### src/rtl/muldiv_pkg.sv
// Shared definitions for the iterative mult/div unit: FSM state encoding,
// op codes and the iteration counter width helper.
package muldiv_pkg;

  typedef enum logic [2:0] {
    IDLE = 3'd0,
    MULT = 3'd1,
    DIV  = 3'd2,
    FIX  = 3'd3,
    DONE = 3'd4
  } state_t;

  localparam logic OP_MULT = 1'b0;
  localparam logic OP_DIV  = 1'b1;

  localparam int DEFAULT_WIDTH = 32;

  // Bits needed to count WIDTH iterations (0 .. WIDTH-1), at least one.
  function automatic int cnt_width(input int width);
    return (width > 1) ? $clog2(width) : 1;
  endfunction

endpackage

### src/rtl/muldiv_sequencer_if.sv
// Handshake and result bus between the main control FSM (master) and the
// mult/div sequencer (slave).
interface muldiv_sequencer_if #(
  parameter int WIDTH = 32
) ();

  logic             start;
  logic             op;
  logic [WIDTH-1:0] a;
  logic [WIDTH-1:0] b;
  logic             busy;
  logic             done;
  logic             div_zero;
  logic [WIDTH-1:0] hi;
  logic [WIDTH-1:0] lo;

  modport master (
    output start, op, a, b,
    input  busy, done, div_zero, hi, lo
  );

  modport slave (
    input  start, op, a, b,
    output busy, done, div_zero, hi, lo
  );

endinterface

### src/rtl/muldiv_step.sv
// One combinational iteration of the unsigned shift-add multiply or the
// restoring divide on a 2*WIDTH accumulator. For divide, the accumulator
// comes back shifted with a zero LSB; the caller inserts q_bit there.
module muldiv_step
  import muldiv_pkg::*;
#(
  parameter int WIDTH = 32
) (
  input  logic               op,
  input  logic [2*WIDTH-1:0] acc_in,
  input  logic [WIDTH-1:0]   operand,
  output logic [2*WIDTH-1:0] acc_out,
  output logic               q_bit
);

  logic [WIDTH:0] sum;
  logic [WIDTH:0] trial;

  // Multiply adds into the upper half then shifts right with carry; divide
  // shifts left and keeps the trial subtraction when it does not go negative.
  always_comb begin
    sum     = {1'b0, acc_in[2*WIDTH-1:WIDTH]} + (acc_in[0] ? {1'b0, operand} : '0);
    trial   = acc_in[2*WIDTH-1:WIDTH-1] - {1'b0, operand};
    acc_out = '0;
    q_bit   = 1'b0;
    if (op == OP_MULT) begin
      acc_out = {sum, acc_in[WIDTH-1:1]};
    end else begin
      q_bit = ~trial[WIDTH];
      if (q_bit) begin
        acc_out = {trial[WIDTH-1:0], acc_in[WIDTH-2:0], 1'b0};
      end else begin
        acc_out = {acc_in[2*WIDTH-2:0], 1'b0};
      end
    end
  end

endmodule

### src/rtl/muldiv_sequencer.sv
// Multi-cycle mult/div controller owning Hi/Lo. Operands are taken as
// magnitudes, iterated one bit per cycle, and sign-corrected in FIX.
module muldiv_sequencer
  import muldiv_pkg::*;
#(
  parameter int WIDTH = DEFAULT_WIDTH
) (
  input logic               clk,
  input logic               reset,
  muldiv_sequencer_if.slave bus
);

  localparam int CW = cnt_width(WIDTH);

  state_t             state;
  state_t             state_next;
  logic [CW-1:0]      cnt;
  logic               op_r;
  logic               neg_lo;
  logic               neg_hi;
  logic [WIDTH-1:0]   operand;
  logic [2*WIDTH-1:0] acc;
  logic [WIDTH-1:0]   hi_r;
  logic [WIDTH-1:0]   lo_r;
  logic               div_zero_r;
  logic [2*WIDTH-1:0] step_acc;
  logic               step_q;
  logic [WIDTH-1:0]   a_mag;
  logic [WIDTH-1:0]   b_mag;
  logic               b_zero;
  logic               last_iter;

  assign a_mag     = bus.a[WIDTH-1] ? -bus.a : bus.a;
  assign b_mag     = bus.b[WIDTH-1] ? -bus.b : bus.b;
  assign b_zero    = (bus.b == '0);
  assign last_iter = (cnt == CW'(WIDTH - 1));

  muldiv_step #(.WIDTH(WIDTH)) u_step (
    .op      (op_r),
    .acc_in  (acc),
    .operand (operand),
    .acc_out (step_acc),
    .q_bit   (step_q)
  );

  // State register; reset aborts any operation in flight.
  always_ff @(posedge clk or posedge reset) begin
    if (reset) state <= IDLE;
    else       state <= state_next;
  end

  // Next-state: divide by zero short-circuits straight to DONE.
  always_comb begin
    state_next = state;
    case (state)
      IDLE: begin
        if (bus.start) begin
          if (bus.op == OP_DIV && b_zero) state_next = DONE;
          else if (bus.op == OP_DIV)      state_next = DIV;
          else                            state_next = MULT;
        end
      end
      MULT, DIV: if (last_iter) state_next = FIX;
      FIX:       state_next = DONE;
      DONE:      state_next = IDLE;
      default:   state_next = IDLE;
    endcase
  end

  // Operand capture, iteration, sign fix-up and Hi/Lo write-back.
  always_ff @(posedge clk or posedge reset) begin
    if (reset) begin
      cnt        <= '0;
      op_r       <= OP_MULT;
      neg_lo     <= 1'b0;
      neg_hi     <= 1'b0;
      operand    <= '0;
      acc        <= '0;
      hi_r       <= '0;
      lo_r       <= '0;
      div_zero_r <= 1'b0;
    end else begin
      case (state)
        IDLE: begin
          if (bus.start) begin
            op_r       <= bus.op;
            operand    <= (bus.op == OP_DIV) ? b_mag : a_mag;
            acc        <= {{WIDTH{1'b0}}, ((bus.op == OP_DIV) ? a_mag : b_mag)};
            neg_lo     <= bus.a[WIDTH-1] ^ bus.b[WIDTH-1];
            neg_hi     <= (bus.op == OP_DIV) ? bus.a[WIDTH-1]
                                             : (bus.a[WIDTH-1] ^ bus.b[WIDTH-1]);
            div_zero_r <= (bus.op == OP_DIV) && b_zero;
            cnt        <= '0;
          end
        end
        MULT, DIV: begin
          acc <= {step_acc[2*WIDTH-1:1], (op_r == OP_DIV) ? step_q : step_acc[0]};
          cnt <= cnt + 1'b1;
        end
        FIX: begin
          if (op_r == OP_MULT) begin
            {hi_r, lo_r} <= neg_lo ? -acc : acc;
          end else begin
            lo_r <= neg_lo ? -acc[WIDTH-1:0] : acc[WIDTH-1:0];
            hi_r <= neg_hi ? -acc[2*WIDTH-1:WIDTH] : acc[2*WIDTH-1:WIDTH];
          end
        end
        default: ;
      endcase
    end
  end

  assign bus.busy     = (state != IDLE);
  assign bus.done     = (state == DONE);
  assign bus.div_zero = div_zero_r;
  assign bus.hi       = hi_r;
  assign bus.lo       = lo_r;

endmodule

### src/flat_wrapper.sv
// flat-port wrapper written by rule: the top's interface ports become plain ports
module muldiv_sequencer_flat import muldiv_pkg::*;
#(
  parameter int WIDTH = DEFAULT_WIDTH
)
  (clk, reset, bus_start, bus_op, bus_a, bus_b, bus_busy, bus_done, bus_div_zero, bus_hi, bus_lo);
  muldiv_sequencer_if #(.WIDTH(WIDTH)) bus_i ();
  input logic clk;
  input logic reset;
  input wire logic [$bits(bus_i.start)-1:0] bus_start;
  input wire logic [$bits(bus_i.op)-1:0] bus_op;
  input wire logic [$bits(bus_i.a)-1:0] bus_a;
  input wire logic [$bits(bus_i.b)-1:0] bus_b;
  output wire logic [$bits(bus_i.busy)-1:0] bus_busy;
  output wire logic [$bits(bus_i.done)-1:0] bus_done;
  output wire logic [$bits(bus_i.div_zero)-1:0] bus_div_zero;
  output wire logic [$bits(bus_i.hi)-1:0] bus_hi;
  output wire logic [$bits(bus_i.lo)-1:0] bus_lo;
  assign bus_i.start = bus_start;
  assign bus_i.op = bus_op;
  assign bus_i.a = bus_a;
  assign bus_i.b = bus_b;
  assign bus_busy = bus_i.busy;
  assign bus_done = bus_i.done;
  assign bus_div_zero = bus_i.div_zero;
  assign bus_hi = bus_i.hi;
  assign bus_lo = bus_i.lo;
  muldiv_sequencer #(.WIDTH(WIDTH)) u_core (.clk(clk), .reset(reset), .bus(bus_i));
endmodule
### config.mk
export PLATFORM = sky130hd
export DESIGN_NAME = muldiv_sequencer_flat
export DESIGN_NICKNAME = d
export VERILOG_FILES = /design/src/rtl/muldiv_pkg.sv /design/src/rtl/muldiv_sequencer_if.sv /design/src/rtl/muldiv_step.sv /design/src/rtl/muldiv_sequencer.sv /design/src/flat_wrapper.sv
export SDC_FILE = /design/constraint.sdc
export NUM_CORES = 1
export LEC_CHECK = 0
export CAP_MARGIN = 40
export CORE_ASPECT_RATIO = 1.75
export CORE_MARGIN = 2
export CORE_UTILIZATION = 60
export CTS_BUF_LIST = sky130_fd_sc_hd__clkbuf_16
export CTS_CLUSTER_DIAMETER = 40
export DETAILED_ROUTE_END_ITERATION = 16
export PLACE_DENSITY = 0.92
export RECOVER_POWER = 50
export SETUP_SLACK_MARGIN = 0.02
export SLEW_MARGIN = 0
export SYNTH_ARGS = -nofsm -noshare
export SYNTH_HDL_FRONTEND = slang
export SYNTH_SLANG_ARGS = --single-unit
### constraint.sdc
create_clock -name clk -period 17.98 [get_ports clk]
set_input_delay 3.596 -clock clk [delete_from_list [all_inputs] [get_ports clk]]
set_output_delay 3.596 -clock clk [all_outputs]
set_load 0.05 [all_outputs]
==> flow_summary.toml <==
[worst_hold_path]
hold_class = "flip-flop to flip-flop"
holdCritStartpoint = "u_core.bus.hi[20]"

[routing]
antenna_left = 0
remaining_drc_errors = 0
wirelength_um = 45050
firstDrtPassIters = 6
drtIter0Drc = 1203
dr_total_vias = 14480
vias_per_cell = 6.713
avgRoutedWirePerCell_um = 20.89

[power_and_ir_drop]
power.density_mw_per_mm2 = 213.0
power.clock.fraction = 0.105
p_sw_uw = 1855
p_comb_frac = 0.663
p_int_uw = 1618
irDropWorstVdd_mv = 0.2248
seqPwrFrac = 0.232
switching_share = 0.5340
p_leak_uw = 0.006960

[final_layout]
layout.nets = 1980
multiInputGateArea_mm2 = 0.009246
diodes = 0
regArea_mm2 = 0.004305
final_cell_mix = "256 x nand2_1, 219 x o21ai_0, 171 x dfrtp_1, 132 x clkdlybuf4s50_1, 107 x nor2_1"
finalCoreUtilization = 0.6991
final_common_cell = "nand2_1"
drive_above_1_share = 0.04155
syn_to_final_growth_pct = 14.71
fillers = 1846

[clock_network]
cts_htree_levels = 4
postCtsSetupBuffers = 0
cts_tree = "yes"
clk_latency_ns = 0.46
cts_buffers = 17
ctsHoldBuffers = 0
clock_sinks = 172
ctsLongestPathBuffers = 2
clk_pin_slew_worst_paths_ns = 0.07
clockRootBuffer = "clkbuf_16"
cts_resized = 0

[die]
fp-row-count = 74
die_w_um = 120.4
ios = 135
die_area_mm2 = 0.02499
initial_core_util = 0.6094
die_h_um = 207.6
coreArea_mm2 = 0.02333

[critical_path]
cp_max_fo = 61
critPathTopFamily = "buffers and inverters"
crit_path_top_delay_cell = "clkbuf_1"
cpPeakStageDelay_ns = 2.36
worst-path-stages = 4
timing.critical_path.mode_cell = "clkbuf_1"
path_buf_inv = 4
setup.worst_path.end = "u_core.op_r"
cp_cell_sequence = "dlygate4sd3_1 > clkinvlp_2 > clkbuf_1 > clkbuf_1"
path_class = "primary input to async pin"
cp.arrival_ns = 8.17
crit-reg2reg-launch = "u_core.state[1]"
endpoint_kind = "async pin"
worstPathRequired_ns = 17.56
start_kind = "primary input"
crit_start = "reset"
rr_worst_depth = 4
reg2reg_slack_ns = 13.05
r2r_end = "u_core.bus.lo[9]"

[grt]
grt_use_total = 0.3609
grt_first_pass_wirelength_um = 71940
antenna_found_initial = 0
grt_max_degree = 105
grt_pass1_vias = 14490
grt.overflow.total = 0

[timing]
maxSlewHeadroom = -1.358
skew_ns = 0.01257
max_freq_ghz = 0.1163
hold_viol = 0
finalCritPeriodShare = 0.4781
worst_slew_pin_slew_ns = 3.536
finalSetupTns_ns = 0
rsz0062_at_grt = "no"
final_max_slew_viol_count = 269
fin_crit_ns = 8.596
setup_viol = 0

[yosys]
synthFlopType = "dfrtp_1"
ys_async_sr_fraction = 1.000
synth-edff-count = 0
synthesis.area_mm2 = 0.01422
avgSynthCellArea_um2 = 8.047
ys_warn_count = 0
synth_cells = 1767
ys_seq_area_frac = 0.3027
yosysUniqueCellTypes = 80
synth_top_cell_by_area = "dfrtp_1"
yosys-top-cells-area = "dfrtp_1 30%, o21ai_0 7.7%, nand2_1 6.8%"
synth_nets = 1907
ys_ff_latch = 172
synth_top_area_share = 0.3027

[placement]
io_buffers = 134
hpwl_um = 33080
gp_congestion = 1.001

[run_status]
status = "complete, but fails checks"
violations = "max-capacitance violations, max-slew violations"

[job]
max-cap-violations = 4
## worst min path at each step
| stage | endpoint | slack (ns) | cells past startpoint |
|---|---|---|---|
| global route | u_core.bus.hi[14] | 0.50 | 2 |
| global placement | u_core.bus.div_zero | 0.46 | 2 |
| finish | u_core.bus.hi[20] | 0.48 | 2 |
| floorplan | u_core.cnt[3] | 0.45 | 1 |
| CTS | u_core.bus.div_zero | 0.48 | 2 |
| detailed placement | u_core.operand[18] | 0.47 | 2 |
## cell usage after synthesis, types with 8 or more instances
library cell	n
or3_1	16
or2_2	8
a21o_1	30
o211ai_1	21
o21ai_0	218
nor4_1	15
o21a_1	9
nand3_1	20
a21oi_1	102
dfrtp_1	172
xnor2_1	87
a22oi_1	13
o31ai_1	31
mux2i_1	58
o221ai_1	34
nand2_1	257
a31oi_1	18
inv_1	60
ha_1	70
or4_1	20
nor2b_1	11
and3_1	10
a211oi_1	22
nor2_1	109
o41ai_1	17
nand2b_1	22
clkbuf_1	83
nand4_1	10
xor2_1	79
nor3_1	30
buf_1	9
## state kept, by name, summed over array words and instances, names as in the netlist
name / count
u_core.op_r: 1
u_core.bus.hi: 32
u_core.operand: 32
u_core.neg_hi: 1
u_core.acc: 64
u_core.cnt: 5
u_core.state: 3
u_core.bus.div_zero: 1
u_core.bus.lo: 32
u_core.neg_lo: 1
## routing by layer
metal / up-vias / share of wire / track usage
met2: 896 / 0.50 / 0.6158
met1: 6756 / 0.34 / 0.3920
met4: 0 / 0.081 / 0.2767
li1: 6555 / - / -
met5: - / 0 / 0
met3: 272 / 0.082 / 0.06016
## tightest hold or removal path, stage by stage (launching register included)
cell	delay, ns
dfrtp_1	0.34
nand2_1	0.04
o21ai_0	0.06
## kinds of logic after synthesis
family,count (synthesis),synth area share
DFF,172,0.3027
and+or+nand+nor,561,0.1855
muxes,63,0.04479
AOI/OAI and AO/OA,569,0.2522
xor gates and xnor gates,166,0.1023
buffers and inverters,164,0.04813
adders and majority gates,72,0.06441
## power by group through the flow
stage	Clock, uW	Sequential, uW	Combinational [uW]
after floorplan	0	911	1460
after global placement	0	779	2140
after detailed placement	0	793	2240
after CTS	366	788	2260
after global routing	384	817	2490
final	365	805	2300
## cell type report
cell class | count | area share
Clock inverter | 15 | 0.008438
Clock buffer | 17 | 0.02608
Sequential cell | 172 | 0.2640
Multi-Input combinational cell | 1431 | 0.5669
Inverter | 61 | 0.01411
Timing Repair Buffer | 157 | 0.09719
Tap cell | 304 | 0.02332
## through the flow
step                instance area [um^2]  worst slack [ns]  cells  total power, uW  hold slack, ns
finish                             16310             9.384   2157             3473          0.4765
global route                       16310             8.387   2157             3687          0.5001
CTS                                16400             11.49   2157             3414          0.4805
detailed placement                 15840             11.03   2125             3034          0.4704
global placement                   15620             11.08   2115             2921          0.4576
floorplan                          14220             9.724   1767             2373          0.4494
(Power assumes the default switching activity.)
